$ cat config.mk
export PLATFORM = sky130hd
export DESIGN_NAME = cpu_boot_loader
export DESIGN_NICKNAME = d
export VERILOG_FILES = /design/src/rtl/cpu_boot_loader.sv
export SDC_FILE = /design/constraint.sdc
export NUM_CORES = 1
export LEC_CHECK = 0
export CORE_MARGIN = 2
export CORE_UTILIZATION = 39
export DETAILED_ROUTE_END_ITERATION = 7
export PLACE_DENSITY_LB_ADDON = 0.15
export SETUP_SLACK_MARGIN = 0.2
export SLEW_MARGIN = 20
export SYNTH_ARGS = -nofsm -noshare
export SYNTH_HDL_FRONTEND = slang
export SYNTH_SLANG_ARGS = --single-unit
$ cat constraint.sdc
create_clock -name clk -period 1.9 [get_ports clk]
set_clock_uncertainty 0.1 [all_clocks]
set_input_delay 0.285 -clock clk [delete_from_list [all_inputs] [get_ports clk]]
set_output_delay 0.285 -clock clk [all_outputs]
set_load 0.05 [all_outputs]
$ cat src/rtl/cpu_boot_loader.sv
// cpu_boot_loader: streams a program image into instruction memory, then releases the CPU reset.
// Define LOADER_CHECKSUM_EN to require a trailing checksum word before the CPU is released.
module cpu_boot_loader #(
    parameter int          DATA_W      = 32,
    parameter int          ADDR_W      = 32,
    parameter int          DEPTH       = 64,
    parameter int unsigned BASE_ADDR   = 0,
    parameter int          HOLD_CYCLES = 2
) (
    input  logic                         clk,
    input  logic                         rst,
    input  logic                         start,
    input  logic [$clog2(DEPTH+1)-1:0]   word_count,
    input  logic                         in_valid,
    input  logic [DATA_W-1:0]            in_data,
    output logic                         in_ready,
    output logic [DATA_W-1:0]            instruction_initialize_data,
    output logic [ADDR_W-1:0]            instruction_initialize_address,
    output logic                         initialize,
    output logic                         instr_we,
    output logic                         cpu_rst,
    output logic                         busy,
    output logic                         done,
    output logic                         error
);
    localparam int CW        = $clog2(DEPTH + 1);
    localparam int HOLD_LAST = HOLD_CYCLES > 1 ? HOLD_CYCLES - 1 : 0;
    localparam int HW        = HOLD_LAST > 0 ? $clog2(HOLD_LAST + 1) : 1;

    typedef enum logic [2:0] {IDLE, LOAD, SETTLE, RUN, ERR} state_t;

    state_t          state, state_n;
    logic [CW-1:0]   cnt, idx, eff;
    logic [HW-1:0]   hold;
    logic            accept, wr, fin, ok;

    assign eff    = word_count > CW'(DEPTH) ? CW'(DEPTH) : word_count;
    assign accept = in_ready && in_valid;

`ifdef LOADER_CHECKSUM_EN
    logic [DATA_W-1:0] sum;
    // The word following the counted image is the checksum; it is compared, never written.
    assign wr  = accept && idx != cnt;
    assign fin = accept && idx == cnt;
    assign ok  = in_data == sum;
`else
    assign wr  = accept;
    assign fin = accept && idx == cnt - 1'b1;
    assign ok  = 1'b1;
    assign error = 1'b0;
`endif

    always_comb begin
        state_n = state;
        case (state)
            IDLE, RUN, ERR: if (start) state_n = word_count == '0 ? SETTLE : LOAD;
            LOAD:           if (fin) state_n = ok ? SETTLE : ERR;
            SETTLE:         if (hold == HW'(HOLD_LAST)) state_n = RUN;
            default:        state_n = IDLE;
        endcase
    end

    always_ff @(posedge clk) begin
        if (rst) begin
            state                          <= IDLE;
            cnt                            <= '0;
            idx                            <= '0;
            hold                           <= '0;
            instruction_initialize_data    <= '0;
            instruction_initialize_address <= '0;
            in_ready                       <= 1'b0;
            initialize                     <= 1'b0;
            instr_we                       <= 1'b0;
            busy                           <= 1'b0;
            done                           <= 1'b0;
            cpu_rst                        <= 1'b1;
`ifdef LOADER_CHECKSUM_EN
            sum                            <= '0;
            error                          <= 1'b0;
`endif
        end else begin
            state      <= state_n;
            instr_we   <= wr;
            in_ready   <= state_n == LOAD;
            initialize <= state_n == LOAD || state_n == SETTLE;
            busy       <= state_n == LOAD || state_n == SETTLE;
            done       <= state_n == RUN;
            cpu_rst    <= state_n != RUN;
            hold       <= state == SETTLE ? hold + 1'b1 : '0;
`ifdef LOADER_CHECKSUM_EN
            error      <= state_n == ERR;
            if (wr) sum <= sum + in_data;
`endif
            if (wr) begin
                instruction_initialize_data    <= in_data;
                instruction_initialize_address <= ADDR_W'(BASE_ADDR) + (ADDR_W'(idx) << 2);
                idx                            <= idx + 1'b1;
            end
            if (state != LOAD && state_n == LOAD) begin
                idx <= '0;
                cnt <= eff;
`ifdef LOADER_CHECKSUM_EN
                sum <= '0;
`endif
            end
        end
    end
endmodule

==> flow_summary_export.csv, run 1 <==
group,metric,value,unit
logic_synthesis,yosysTopAreaCell,"dfxtp_1",
place,io_buffer_count,87,
logic_synthesis,synth_area_leaders,"dfxtp_1 45%, nand2_1 11%, a21oi_1 9.3%",
global_routing,grt-ovfl-total,0,
sta,fin_crit_sh,91.41,%
logic_synthesis,async_reset_ff_share,0,%
layout,fin_nets,490,
die,floorplan.rows,30,
hold_path,hold_start,"rst",
drt,via_count,2548,
setup_path,critPathCaptureType,"flop",
clock_tree,worstSkewPairLatency,0.34,ns
sta,rsz0062_at_grt,"yes",
flow_run,max_cap_viol_count,0,
setup_path,r2r-start,"cnt[1]",
clock_tree,cts_tree,"built",
setup_path,critPathMaxFanout,8,
logic_synthesis,synth_edf_count,0,
clock_tree,htree_num_levels,3,
drt,ant_nets,0,
setup_path,cp-start-kind,"flop",
logic_synthesis,ys_ff_latch,62,
drt,routed_via_density,4.667,
power,p_leak,0.001681,uW
drt,drc,0,
global_routing,busiest_layer,"met2",
sta,finalSetupViolations,0,
logic_synthesis,synthFlopType,"dfxtp_1",
global_routing,met2_usage,27.07,%
logic_synthesis,syn_avg_cell_area,8.040,um2
power,p_per_area,769.5,nW/um2
drt,routedWlPerCell,11.88,um
outcome,status,"finished, final reports clean",
sta,clock.fmax,0.5758,GHz
global_routing,grt_pass1_vias,2266,
global_routing,grt_max_degree,42,
clock_tree,cts_buffers,9,
power,total_power,3037,uW
sta,maxSlewHeadroom,66.22,%
sta,tightest_slew,0.5087,ns
place,post-dp-hpwl,4480,um
global_routing,grt_pass1_wl,10130,um
global_routing,grtUsageMet3,5.561,%
layout,drive_gt1_share,18.22,%
setup_path,arrival,1.85,ns
clock_tree,clk_pin_slew,0.08,ns
global_routing,grt_util_all_layers,16.59,%
setup_path,required,2.01,ns
setup_path,critPathKind,"reg -> reg",
logic_synthesis,synth_cells,343,
sta,hold_viol_final,0,
logic_synthesis,ys_warn_count,0,
die,ioPinCount,114,
logic_synthesis,synth.distinct_cells,45,
drt,dr.first_iter.drc_count,76,
place,place.gp.congestion,0.7927,
logic_synthesis,synth_top_cell_area_share,45.01,%
sta,period_needed,1.737,ns
die,dieArea,7760,um2
layout,post-route-util,57.77,%
sta,whs,0.1967,ns
die,start_util,40.37,%
layout,area_growth,43.10,%
setup_path,critPathLaunch,"cnt[1]",
logic_synthesis,syn_area,2758,um2
drt,wl,6484,um
clock_tree,cts_sinks,62,
die,core,6832,um2
power,vdd_drop_max,0.3934,mV
clock_tree,ctsRootBufferMaster,"clkbuf_8",
sta,slew_violations,0,
global_routing,antenna_found_initial,0,
global_routing,use_met1,20.07,%
hold_path,hold_path.class,"in -> reg",
layout,antennaDiodeCount,0,
die,fp.dieW,88.09,um
clock_tree,clock_tree.buffer_depth,2,
logic_synthesis,seq_area_frac_synth,45.01,%
die,die_h,88.09,um
drt,firstDrtPassIters,4,
==> registers in the layout, indices dropped and copies added, names as in the netlist <==
name / cells
state: 3
busy: 1
cnt: 7
instruction_initialize_address: 7
instr_we: 1
cpu_rst: 1
idx: 7
in_ready: 1
instruction_initialize_data: 32
hold: 1
done: 1
==> metal layers <==
metal	vias to the layer above	routed length, um
met5	-	0
met4	0	53
met3	6	537
met2	94	2952
met1	1146	2941
li1	1302	-
==> layout make-up <==
class | count | area (um2)
clock buffers | 10 | 137.6
clock inverters | 6 | 45.04
fillers | 696 | 2885
inverters | 4 | 15.01
multi-input cells | 256 | 1413
flip-flops and latches | 62 | 1247
well taps | 96 | 120.1
repair buffers | 112 | 968.4
==> per-stage QoR <==
| step | cells | worst slack [ns] | setup TNS [ns] | cell area, um2 |
|---|---|---|---|---|
| 2_1_floorplan | 368 | 0.05264 | 0 | 2875 |
| 3_3_place_gp | 522 | -0.4281 | -5.677 | 3690 |
| 3_5_place_dp | 522 | -0.5011 | -6.334 | 3690 |
| 4_1_cts | 544 | 0.1155 | 0 | 3900 |
| 5_1_grt | 546 | 0.1128 | 0 | 3946 |
| 6_report | 546 | 0.1631 | 0 | 3946 |
==> report_power, final <==
group | internal (uW) | switching [uW] | leakage (uW) | total (uW)
clock network | 517 | 530 | 0.0000970 | 1050
registers | 1340 | 27.7 | 0.000505 | 1370
logic | 210 | 410 | 0.00108 | 620
==> timing repair <==
item                       in CTS  in global routing
setup buffers                   6                  2
cloned                          0                  0
resized for setup              68                 15
setup endpoints to repair      54                  7
hold buffers                    0                  0
pin swaps                       7                  9
==> worst paths after layout <==
kind | endpoint | slack [ns] | cells after the start
worst max register to register | in_ready | 0.16 | 7
worst min-delay path | cnt[3] | 0.20 | 2
worst max-delay path | in_ready | 0.16 | 7
worst min register to register | hold | 0.33 | 1
==> cell families after synthesis <==
group	synth area share (%)
simple gates	24.27
compound gates	14.25
flops	45.01
buf+inv	10.93
xor+xnor	4.129
fa+ha+maj	0.9073
other cells	0.1360
mux	0.3630
==> cells in the final DEF, fill, tap and decap left out, types with 2 or more instances in the layout <==
cell type / netlist / layout
and2_1: 2 / 2
clkbuf_2: 0 / 2
nor3_1: 5 / 2
nor3b_1: 6 / 6
inv_6: 0 / 2
nor2_1: 22 / 20
and4_1: 3 / 3
nor4_1: 3 / 2
or3_1: 3 / 3
buf_4: 28 / 34
xor2_1: 7 / 7
xnor2_1: 6 / 6
o21ai_0: 4 / 4
dfxtp_2: 0 / 5
nor3_2: 0 / 2
nand2b_1: 2 / 2
and3b_1: 3 / 3
dfxtp_1: 62 / 57
clkinv_4: 0 / 2
nand2_1: 83 / 83
a21oi_1: 51 / 50
nor2_2: 0 / 2
inv_2: 0 / 2
nand3_1: 2 / 2
inv_1: 4 / 2
clkbuf_8: 0 / 10
clkdlybuf4s50_1: 0 / 33
conb_1: 1 / 26
clkinv_2: 0 / 2
dlygate4sd2_1: 0 / 35
nor2b_1: 3 / 3
buf_2: 1 / 5
==> critical path: stages, from the launching register on <==
cell and delay [ns]:
dfxtp_2 0.34, inv_2 0.04, ha_4 0.17, nor2b_1 0.12, or3_1 0.33, a31o_4 0.27, nor3_4 0.14, a211oi_2 0.10
==> cell usage after synthesis (all sizes together) (3+ instances only) <==
cell type / instances
clkbuf: 11
nor3: 5
and4: 3
a21oi: 51
nor2b: 3
xor2: 7
nand2: 83
nor4: 3
nor2: 22
xnor2: 6
inv: 4
o21ai: 5
nor3b: 6
dfxtp: 62
or3: 3
buf: 35
and3b: 3
(Power assumes the default switching activity.)
==> inputs of run 2 (changes only) <==
CORE_UTILIZATION = 40   (was 39)
CTS_BUF_LIST = sky130_fd_sc_hd__clkbuf_8   (was not set)
==> flow_summary_export.csv, run 2 (synthesized netlist as in run 1, its figures left out) <==
group,metric,value,unit
outcome,status,"finished, final reports clean",
power,power_switching,933.4,uW
setup_path,r2r_slack,0.15,ns
sta,tightest_slew,0.5167,ns
setup_path,critPathCaptureType,"flop",
layout,regMostFlops,"instruction_initialize_data",
sta,hold_viol_final,0,
power,p_leak,0.001668,uW
global_routing,grt_util_all_layers,17.57,%
global_routing,grt_max_degree,42,
setup_path,critPathMaxFanout,7,
power,pwr-share-seq,46.2,%
power,p_per_area,761.2,nW/um2
die,ioPinCount,114,
global_routing,grt_pass1_wl,10580,um
clock_tree,cts_sinks,62,
sta,maxSlewHeadroom,65.69,%
clock_tree,cts_tree,"built",
sta,rsz0062_at_grt,"yes",
place,io_buffer_count,87,
power,internal_power,2037,uW
layout,stdcell_count,525,
drt,ant_nets,0,
layout,antennaDiodeCount,0,
drt,wl,6499,um
die,dieArea,7574,um2
sta,fin_crit_sh,92.01,%
power,switching_share,31.42,%
setup_path,path_cells,"inv_2 > ha_4 > nor2b_4 > or3_1 > a31o_4 > nor4_2 > o2bb2ai_1",
drt,dr.first_iter.drc_count,50,
place,placed_cells,505,
hold_path,hold_path.class,"in -> reg",
hold_path,min_path_cells,2,
layout,drive_gt1_share,17.53,%
setup_path,reg2reg_depth,7,
sta,slew_violations,0,
drt,firstDrtPassIters,6,
die,start_util,41.04,%
global_routing,grt_pass1_vias,2340,
die,floorplan.rows,30,
layout,post-route-util,58.08,%
setup_path,crit_slowest_cell,"or3_1",
die,fp.dieW,87.03,um
clock_tree,worstSkewPairLatency,0.33,ns
flow_run,max_cap_viol_count,0,
layout,area_growth,41.52,%
setup_path,r2r_end,"state[1]",
place,post-dp-hpwl,4384,um
setup_path,arrival,1.91,ns
setup_path,critPathKind,"reg -> reg",
setup_path,cp-start-kind,"flop",
sta,period_needed,1.748,ns
hold_path,min_to,"cnt[6]",
power,total_power,2970,uW
global_routing,antenna_found_initial,0,
sta,finalSetupViolations,0,
clock_tree,hold_buffers,0,
clock_tree,cts_buffers,9,
clock_tree,clock_tree.buffer_depth,2,
drt,routed_via_density,4.790,
clock_tree,clk_pin_slew,0.07,ns
setup_path,required,2.06,ns
clock_tree,htree_num_levels,3,
drt,drc,0,
layout,final_common_cell,"nand2_1",
power,power_frac_comb,20.5,%
die,core,6719,um2
place,place.gp.congestion,0.7747,
global_routing,grt-ovfl-total,0,
layout,fin_nets,485,
drt,via_count,2515,
layout,layout_common_cells,"83 x nand2_1, 57 x dfxtp_1, 50 x a21oi_1",
layout,largest_reg_flops,32,
hold_path,hold_start,"rst",
clock_tree,ctsRootBufferMaster,"clkbuf_8",
die,die_h,87.03,um
power,vdd_drop_max,0.3371,mV
sta,clock.fmax,0.5720,GHz
drt,routedWlPerCell,12.38,um
setup_path,max_stage_delay,0.36,ns
power,pwr-share-clk,33.3,%
setup_path,r2r-start,"cnt[1]",
## run 2: final cells by class
cell class | instances | area, um2
clock inverters | 6 | 30.03
multi-input cells | 256 | 1439
flip-flops and latches | 62 | 1247
clock buffers | 10 | 137.6
fillers | 667 | 2816
well taps | 80 | 100.1
inverters | 4 | 15.01
repair buffers | 107 | 933.4
## run 2: metrics by stage
stage | hold WS (ns) | setup WS, ns | instance area [um2] | TNS [ns]
6_report | 0.1637 | 0.1518 | 3902 | 0
5_1_grt | 0.1949 | 0.1286 | 3902 | 0
4_1_cts | 0.1587 | 0.1533 | 3822 | 0
3_5_place_dp | 0.3135 | -0.4514 | 3665 | -5.663
3_3_place_gp | 0.3120 | -0.4392 | 3665 | -5.096
2_1_floorplan | 0.2887 | 0.05264 | 2875 | 0
## run 2: worst max-delay path: cells and delay by family, from the launching register on
family,cells,cell delay (ns)
compound gates,2,0.41
fa+ha+maj,1,0.17
buf+inv,1,0.04
flops,1,0.34
simple gates,3,0.62
## run 2: timing repair
item / in CTS / in global routing
buffers inserted: 1 / 3
setup endpoints to repair: 55 / 6
hold endpoints to repair: 0 / 0
cloned: 0 / 0
pin swaps: 7 / 11
resized for setup: 71 / 18
## run 2: worst max-delay path by stage
stage                  start  endpoint  slack, ns  cells after the start
6_report              cnt[1]  state[1]       0.15                      7
5_1_grt               cnt[1]  state[1]       0.13                      7
4_1_cts               cnt[1]  state[1]       0.15                      7
3_5_place_dp   word_count[1]   cpu_rst      -0.45                      6
3_3_place_gp   word_count[1]   cpu_rst      -0.44                      6
2_1_floorplan  word_count[6]    cnt[6]       0.05                      6
## run 2: routing by layer
layer	global-route usage, %	part of all wire [%]
met5	0	0
met3	4.360	5.9
met2	28.80	46
met1	22.16	46
met4	6.818	1.8
## run 2: power by group through the flow
stage | combinational, uW | clock [uW] | sequential [uW]
after CTS | 594 | 1030 | 1370
after floorplan | 326 | 0 | 1510
after global routing | 655 | 1080 | 1380
after global placement | 604 | 0 | 1400
final | 610 | 989 | 1370
after detailed placement | 610 | 0 | 1400
